<file path="config.mk">
export PLATFORM = sky130hd
export DESIGN_NAME = mcdt_nch
export DESIGN_NICKNAME = d
export VERILOG_FILES = /design/src/rtl/mcdt_pkg.sv /design/src/rtl/mcdt_fifo.sv /design/src/rtl/mcdt_nch.sv
export SDC_FILE = /design/constraint.sdc
export NUM_CORES = 2
export LEC_CHECK = 0
export BUFFER_PORTS_ARGS = -buffer_cell sky130_fd_sc_hd__clkbuf_2
export CAP_MARGIN = 20
export CORE_MARGIN = 2
export CORE_UTILIZATION = 45
export CTS_CLUSTER_DIAMETER = 200
export DETAILED_ROUTE_END_ITERATION = 7
export PLACE_DENSITY_LB_ADDON = 0.3
export SYNTH_ARGS = -nofsm -noshare
export SYNTH_HDL_FRONTEND = slang
export SYNTH_HIERARCHICAL = 1
export SYNTH_SLANG_ARGS = --single-unit
</file>
<file path="constraint.sdc">
create_clock -name clk_i -period 14.3 [get_ports clk_i]
set_clock_uncertainty 0.05 [all_clocks]
set_input_delay 1.43 -clock clk_i [delete_from_list [all_inputs] [get_ports clk_i]]
set_output_delay 1.43 -clock clk_i [all_outputs]
set_load 0.005 [all_outputs]
</file>
<file path="src/rtl/mcdt_pkg.sv">
// Shared types and default constants for the multi-channel data transfer block.
package mcdt_pkg;

  typedef enum logic {
    ARB_FIXED = 1'b0,
    ARB_RR    = 1'b1
  } arb_mode_e;

  localparam int MCDT_DW         = 32;
  localparam int MCDT_NCH        = 3;
  localparam int MCDT_FIFO_DEPTH = 32;
  localparam int DROP_CNT_W      = 16;

endpackage

</file>
<file path="src/rtl/mcdt_fifo.sv">
// Synchronous show-ahead FIFO; the head word is visible whenever the FIFO is non-empty.
module mcdt_fifo #(
  parameter  int DW         = 32,
  parameter  int FIFO_DEPTH = 32,
  localparam int AW         = $clog2(FIFO_DEPTH),
  localparam int MW         = AW + 1
) (
  input  logic          clk,
  input  logic          rst,
  input  logic          wr_en,
  input  logic [DW-1:0] wr_data,
  input  logic          rd_en,
  output logic [DW-1:0] rd_data,
  output logic          full,
  output logic          empty,
  output logic [MW-1:0] margin
);

  logic [DW-1:0] mem [FIFO_DEPTH];
  logic [AW-1:0] wr_ptr;
  logic [AW-1:0] rd_ptr;
  logic [MW-1:0] count;
  logic          wr_fire;
  logic          rd_fire;

  // A write into a full FIFO is refused even if a read frees a slot the same cycle.
  assign wr_fire = wr_en && !full;
  assign rd_fire = rd_en && !empty;

  always_ff @(posedge clk) begin
    if (rst) begin
      wr_ptr <= '0;
      rd_ptr <= '0;
      count  <= '0;
    end else begin
      if (wr_fire) wr_ptr <= wr_ptr + 1'b1;
      if (rd_fire) rd_ptr <= rd_ptr + 1'b1;
      case ({wr_fire, rd_fire})
        2'b10:   count <= count + 1'b1;
        2'b01:   count <= count - 1'b1;
        default: count <= count;
      endcase
    end
  end

  always_ff @(posedge clk) begin
    if (wr_fire) mem[wr_ptr] <= wr_data;
  end

  assign rd_data = mem[rd_ptr];
  assign full    = (count == MW'(FIFO_DEPTH));
  assign empty   = (count == '0);
  assign margin  = MW'(FIFO_DEPTH) - count;

endmodule

</file>
<file path="src/rtl/mcdt_nch.sv">
// NCH-channel FIFO merge with fixed/round-robin arbitration and downstream backpressure.
// Define MCDT_DROP_CNT_EN to add per-channel saturating drop counters on drop_cnt_o.
module mcdt_nch
  import mcdt_pkg::*;
#(
  parameter  int NCH        = MCDT_NCH,
  parameter  int DW         = MCDT_DW,
  parameter  int FIFO_DEPTH = MCDT_FIFO_DEPTH,
  localparam int IDW        = ($clog2(NCH) > 1) ? $clog2(NCH) : 1,
  localparam int MW         = $clog2(FIFO_DEPTH) + 1
) (
  input  logic              clk_i,
  input  logic              rst_i,
  input  logic [NCH*DW-1:0] ch_data_i,
  input  logic [NCH-1:0]    ch_valid_i,
  output logic [NCH-1:0]    ch_ready_o,
  output logic [NCH*MW-1:0] ch_margin_o,
  input  logic              arb_mode_i,
  output logic [DW-1:0]     mcdt_data_o,
  output logic              mcdt_val_o,
  output logic [IDW-1:0]    mcdt_id_o,
  input  logic              mcdt_ready_i
`ifdef MCDT_DROP_CNT_EN
  ,
  output logic [NCH*DROP_CNT_W-1:0] drop_cnt_o
`endif
);

  logic [DW-1:0]  head [NCH];
  logic [NCH-1:0] full;
  logic [NCH-1:0] empty;
  logic [NCH-1:0] pop;
  logic [IDW-1:0] rr_ptr;
  logic           slot_free;
  logic           grant_valid;
  logic           grant_fire;
  logic [IDW-1:0] grant_id;
  logic [DW-1:0]  grant_data;

  for (genvar g = 0; g < NCH; g++) begin : g_ch
    mcdt_fifo #(
      .DW         (DW),
      .FIFO_DEPTH (FIFO_DEPTH)
    ) u_fifo (
      .clk     (clk_i),
      .rst     (rst_i),
      .wr_en   (ch_valid_i[g]),
      .wr_data (ch_data_i[g*DW +: DW]),
      .rd_en   (pop[g]),
      .rd_data (head[g]),
      .full    (full[g]),
      .empty   (empty[g]),
      .margin  (ch_margin_o[g*MW +: MW])
    );
    assign pop[g] = grant_fire && (grant_id == IDW'(g));
  end

  assign ch_ready_o = ~full;
  assign slot_free  = !mcdt_val_o || mcdt_ready_i;
  assign grant_fire = slot_free && grant_valid;

  // Round robin first scans channels above the pointer, then wraps to a plain
  // lowest-index scan, which is also the whole of fixed-priority mode.
  always_comb begin
    grant_valid = 1'b0;
    grant_id    = '0;
    grant_data  = '0;
    if (arb_mode_e'(arb_mode_i) == ARB_RR) begin
      for (int j = 0; j < NCH; j++) begin
        if (!grant_valid && !empty[j] && (j > int'(rr_ptr))) begin
          grant_valid = 1'b1;
          grant_id    = IDW'(j);
          grant_data  = head[j];
        end
      end
    end
    for (int j = 0; j < NCH; j++) begin
      if (!grant_valid && !empty[j]) begin
        grant_valid = 1'b1;
        grant_id    = IDW'(j);
        grant_data  = head[j];
      end
    end
  end

  always_ff @(posedge clk_i) begin
    if (rst_i) begin
      mcdt_val_o  <= 1'b0;
      mcdt_data_o <= '0;
      mcdt_id_o   <= '0;
      rr_ptr      <= IDW'(NCH - 1);
    end else if (slot_free) begin
      mcdt_val_o <= grant_valid;
      if (grant_valid) begin
        mcdt_data_o <= grant_data;
        mcdt_id_o   <= grant_id;
        rr_ptr      <= grant_id;
      end
    end
  end

`ifdef MCDT_DROP_CNT_EN
  logic [DROP_CNT_W-1:0] drop_cnt [NCH];

  always_ff @(posedge clk_i) begin
    for (int i = 0; i < NCH; i++) begin
      if (rst_i) begin
        drop_cnt[i] <= '0;
      end else if (ch_valid_i[i] && full[i] && (drop_cnt[i] != '1)) begin
        drop_cnt[i] <= drop_cnt[i] + 1'b1;
      end
    end
  end

  for (genvar g = 0; g < NCH; g++) begin : g_drop
    assign drop_cnt_o[g*DROP_CNT_W +: DROP_CNT_W] = drop_cnt[g];
  end
`endif

endmodule

</file>
==> results.md <==
* Hold crit path type: reg2reg
* Routed vias at between 60k and 70k
* Number of synthesized flops with an enable pin at 3072
* Synth Area per Inst at 19.0 µm²
* Final wirelength at ~330000 µm
* GRT Overall Usage at 23.0%
* Mapped cell area at 124000 µm²
* Syn_nets at between 6k and 7k
* CP cell instances: inv_1 > ha_1 > or4b_2 > nor2_4 > buf_4 > nand3_2 > nand2_2 > buf_4 > nor2_1 > o21ai_0 > inv_1 > ha_1 > xor2_1 > ha_1 > a21oi_1 > a32oi_1 > a31oi_1 > mux2_2
* Async SR Flop Fraction at 0%
* Most frequent cells in the layout: edfxtp_1, mux2_2, mux4_2
* CTS clk-pin slew, worst paths at around 0.060 ns
* Initial Util at 45.1%
* # resized after CTS at 0
* Crit-path max cell delay at 0.80 ns
* Layout cell share with drive strength beyond 1 at 27.4%
* Largest net degree at the start of global routing at 173
* CTS Buffer Depth at 4
* Setup violators final at 0
* Cts bufs inserted at 328
* Startpoint Class: register
* Initial drt markers at 7894
* Main synth FF type: edfxtp_1
* Nets@finish at 6914
* Sequential area share after synthesis at 75.7%
* Worst-path fanout max at 38
* CTS tree: yes
* Die H at 530 µm
* Vias in the first global route at 64.7k
* Most common cell on crit path: ha_1
* F_max at 166 MHz
* Post-route insts no fill at 10.8k
* CTS Root Cell: clkbuf_16
* Status: completed
* PwrDens at around 160 nW/µm²
* Post-route ant nets at 0
* # Max-Cap Violations at 0
* Placed Instances at 10.2k
* Minimum clock period after layout at 6.02 ns
* Average wire per standard cell at 30.5 µm
* Post-synthesis cell type count at 62
* Area of the core at about 280000 µm²
* Unrepaired setup endpoints after global routing: false
* Layout area overhead at 13.3%
* Post-DR vias/cell at around 6.1
* Setup CP Type: reg2reg
* Rel. slew slack at 25.9%
* CP max stage cell: nand3_2
* Worst VDD drop at 0.000161 V
* First-pass GRT wire length at ~460000 µm
* Port bufs at between 150 and 200
* Gr ovfl total at 0
* R2R setup slack at 8.28 ns
* DRC violation count after routing at 0
* Worst-Margin Slew at 1.11 ns
* H-Tree Depth at 5
* Die X at 530 µm
* Period utilization at 42.1%
* Clock net sink count at 3171
* Cell row count at 193
* Endpoint type of the worst setup path: register
* Antenna violations before repair at 41
* Leakage at 43.7 nW
* Full die area at 281000 µm²
* CP required at 14.99 ns
* GP Congestion at 0.794
* Critical path arrival at 6.71 ns
* Synth Instances at roughly 6.6k
* Final Hold Fails at 0
* TNS Setup at 0 ns
* Final Max Tran Viols at 0
* Commonest non-fill, non-tap cell in the layout: edfxtp_1
* Yosys Warn Count at 6
* # Post-CTS Setup Buffers at 0
* Ports at about 160
* Later-pin clock latency in the skew report at 0.86 ns
* Hold-fix buffers at CTS at 0
* Yosys reg bits at 3171
* Number of iterations in the first detailed-routing pass at 7
* DPL Wire Length at 171000 µm
==> synthesized netlist by cell type (7+ instances only) <==
master,count,area share [%]
nor3_1,196,0.79
mux2_2,585,5.3
dfxtp_1,99,1.6
xnor2_1,14,0.099
o22ai_1,192,0.97
o211ai_1,9,0.054
nand3_1,7,0.028
inv_1,27,0.081
a211oi_1,196,1.2
nand3b_1,9,0.054
buf_6,31,0.28
a221o_1,32,0.26
or3_1,8,0.040
o21ai_0,202,0.81
edfxtp_1,3072,74
a21oi_1,51,0.21
a32o_1,32,0.26
o2bb2ai_1,32,0.23
nor2_1,210,0.63
a22o_1,192,1.4
buf_1,54,0.16
nand2b_1,42,0.21
buf_4,13,0.078
or2_2,9,0.045
mux2i_1,44,0.35
nand2_1,26,0.078
or4_1,96,0.58
buf_2,48,0.19
and3_1,10,0.050
mux4_2,384,7.0
ha_1,27,0.27
xor2_1,27,0.19
clkbuf_1,270,0.81
nor2b_1,238,1.2
==> worst max-delay path: cells and delay by family, from the launching register on <==
| kind | cells | cell delay [ns] |
|---|---|---|
| compound gates | 4 | 0.80 |
| xor+xnor | 1 | 0.21 |
| fa+ha+maj | 3 | 0.76 |
| buf+inv | 4 | 1.08 |
| flops | 1 | 0.41 |
| mux | 1 | 0.35 |
| simple gates | 5 | 2.19 |
==> flip-flops by register name, indices dropped and copies added (netlist names), named ones only <==
signal / cells
g_ch.u_fifo/count: 18
rr_ptr: 1
mcdt_data_o: 32
mcdt_val_o: 1
g_ch.u_fifo/rd_ptr: 15
mcdt_id_o: 2
g_ch.u_fifo/mem: 3072
g_ch.u_fifo/wr_ptr: 15
==> cell type report <==
class | instances | area, µm²
fillers | 21900 | 135000
flip-flops and latches | 3171 | 94300
multi-input cells | 2937 | 29100
clock buffers | 391 | 8660
well taps | 3705 | 4640
clock inverters | 196 | 2220
repair buffers | 319 | 2070
inverters | 27 | 101
diodes | 8 | 20.0
==> where the power goes <==
group          leakage (nW)  switching, mW  internal [mW]  total [mW]
logic                  9.93           2.27           1.53        3.80
registers              28.5          0.209           10.4        10.6
clock network          5.32           3.53           5.13        8.66
total                  43.7           6.01           17.0        23.0
==> worst paths after layout <==
check,start,depth (start not counted),end
setup / recovery,g_ch[2].u_fifo/count[1],18,g_ch[1].u_fifo/count[4]
setup reg to reg,g_ch[2].u_fifo/count[1],18,g_ch[1].u_fifo/count[4]
hold reg to reg,mcdt_id_o[1],2,mcdt_id_o[1]
hold / removal,mcdt_id_o[1],2,mcdt_id_o[1]
==> logic make-up after synthesis <==
kind of cell | synth area share (%)
flops | 75.7
mux | 12.6
compound gates | 5.49
simple gates | 3.98
buf+inv | 1.62
xor+xnor | 0.289
fa+ha+maj | 0.272
==> metal layers <==
layer / routed length, µm / part of all wire (%) / vias up / global-route usage (%)
met5: 257 / 0.078 / - / 0
met4: 12000 / 3.7 / 44 / 8.39
met3: 28300 / 8.6 / 565 / 4.23
met2: 156000 / 48 / 2838 / 36.9
met1: 131000 / 40 / 34400 / 31.5
li1: - / - / 27300 / -
==> per-stage QoR <==
stage	power, mW	hold WS [ns]	util (%)	worst slack, ns	area, µm²
floorplan	13.3	0.409	-	9.58	124000
global placement	14.5	0.432	47.2	8.43	130000
detailed placement	14.6	0.438	47.2	8.34	130000
CTS	23.2	0.450	51.1	8.39	141000
global route	23.7	0.487	51.1	8.01	141000
finish	23.0	0.456	51.1	8.28	141000
No activity file was read; power rests on OpenSTA's default activity.
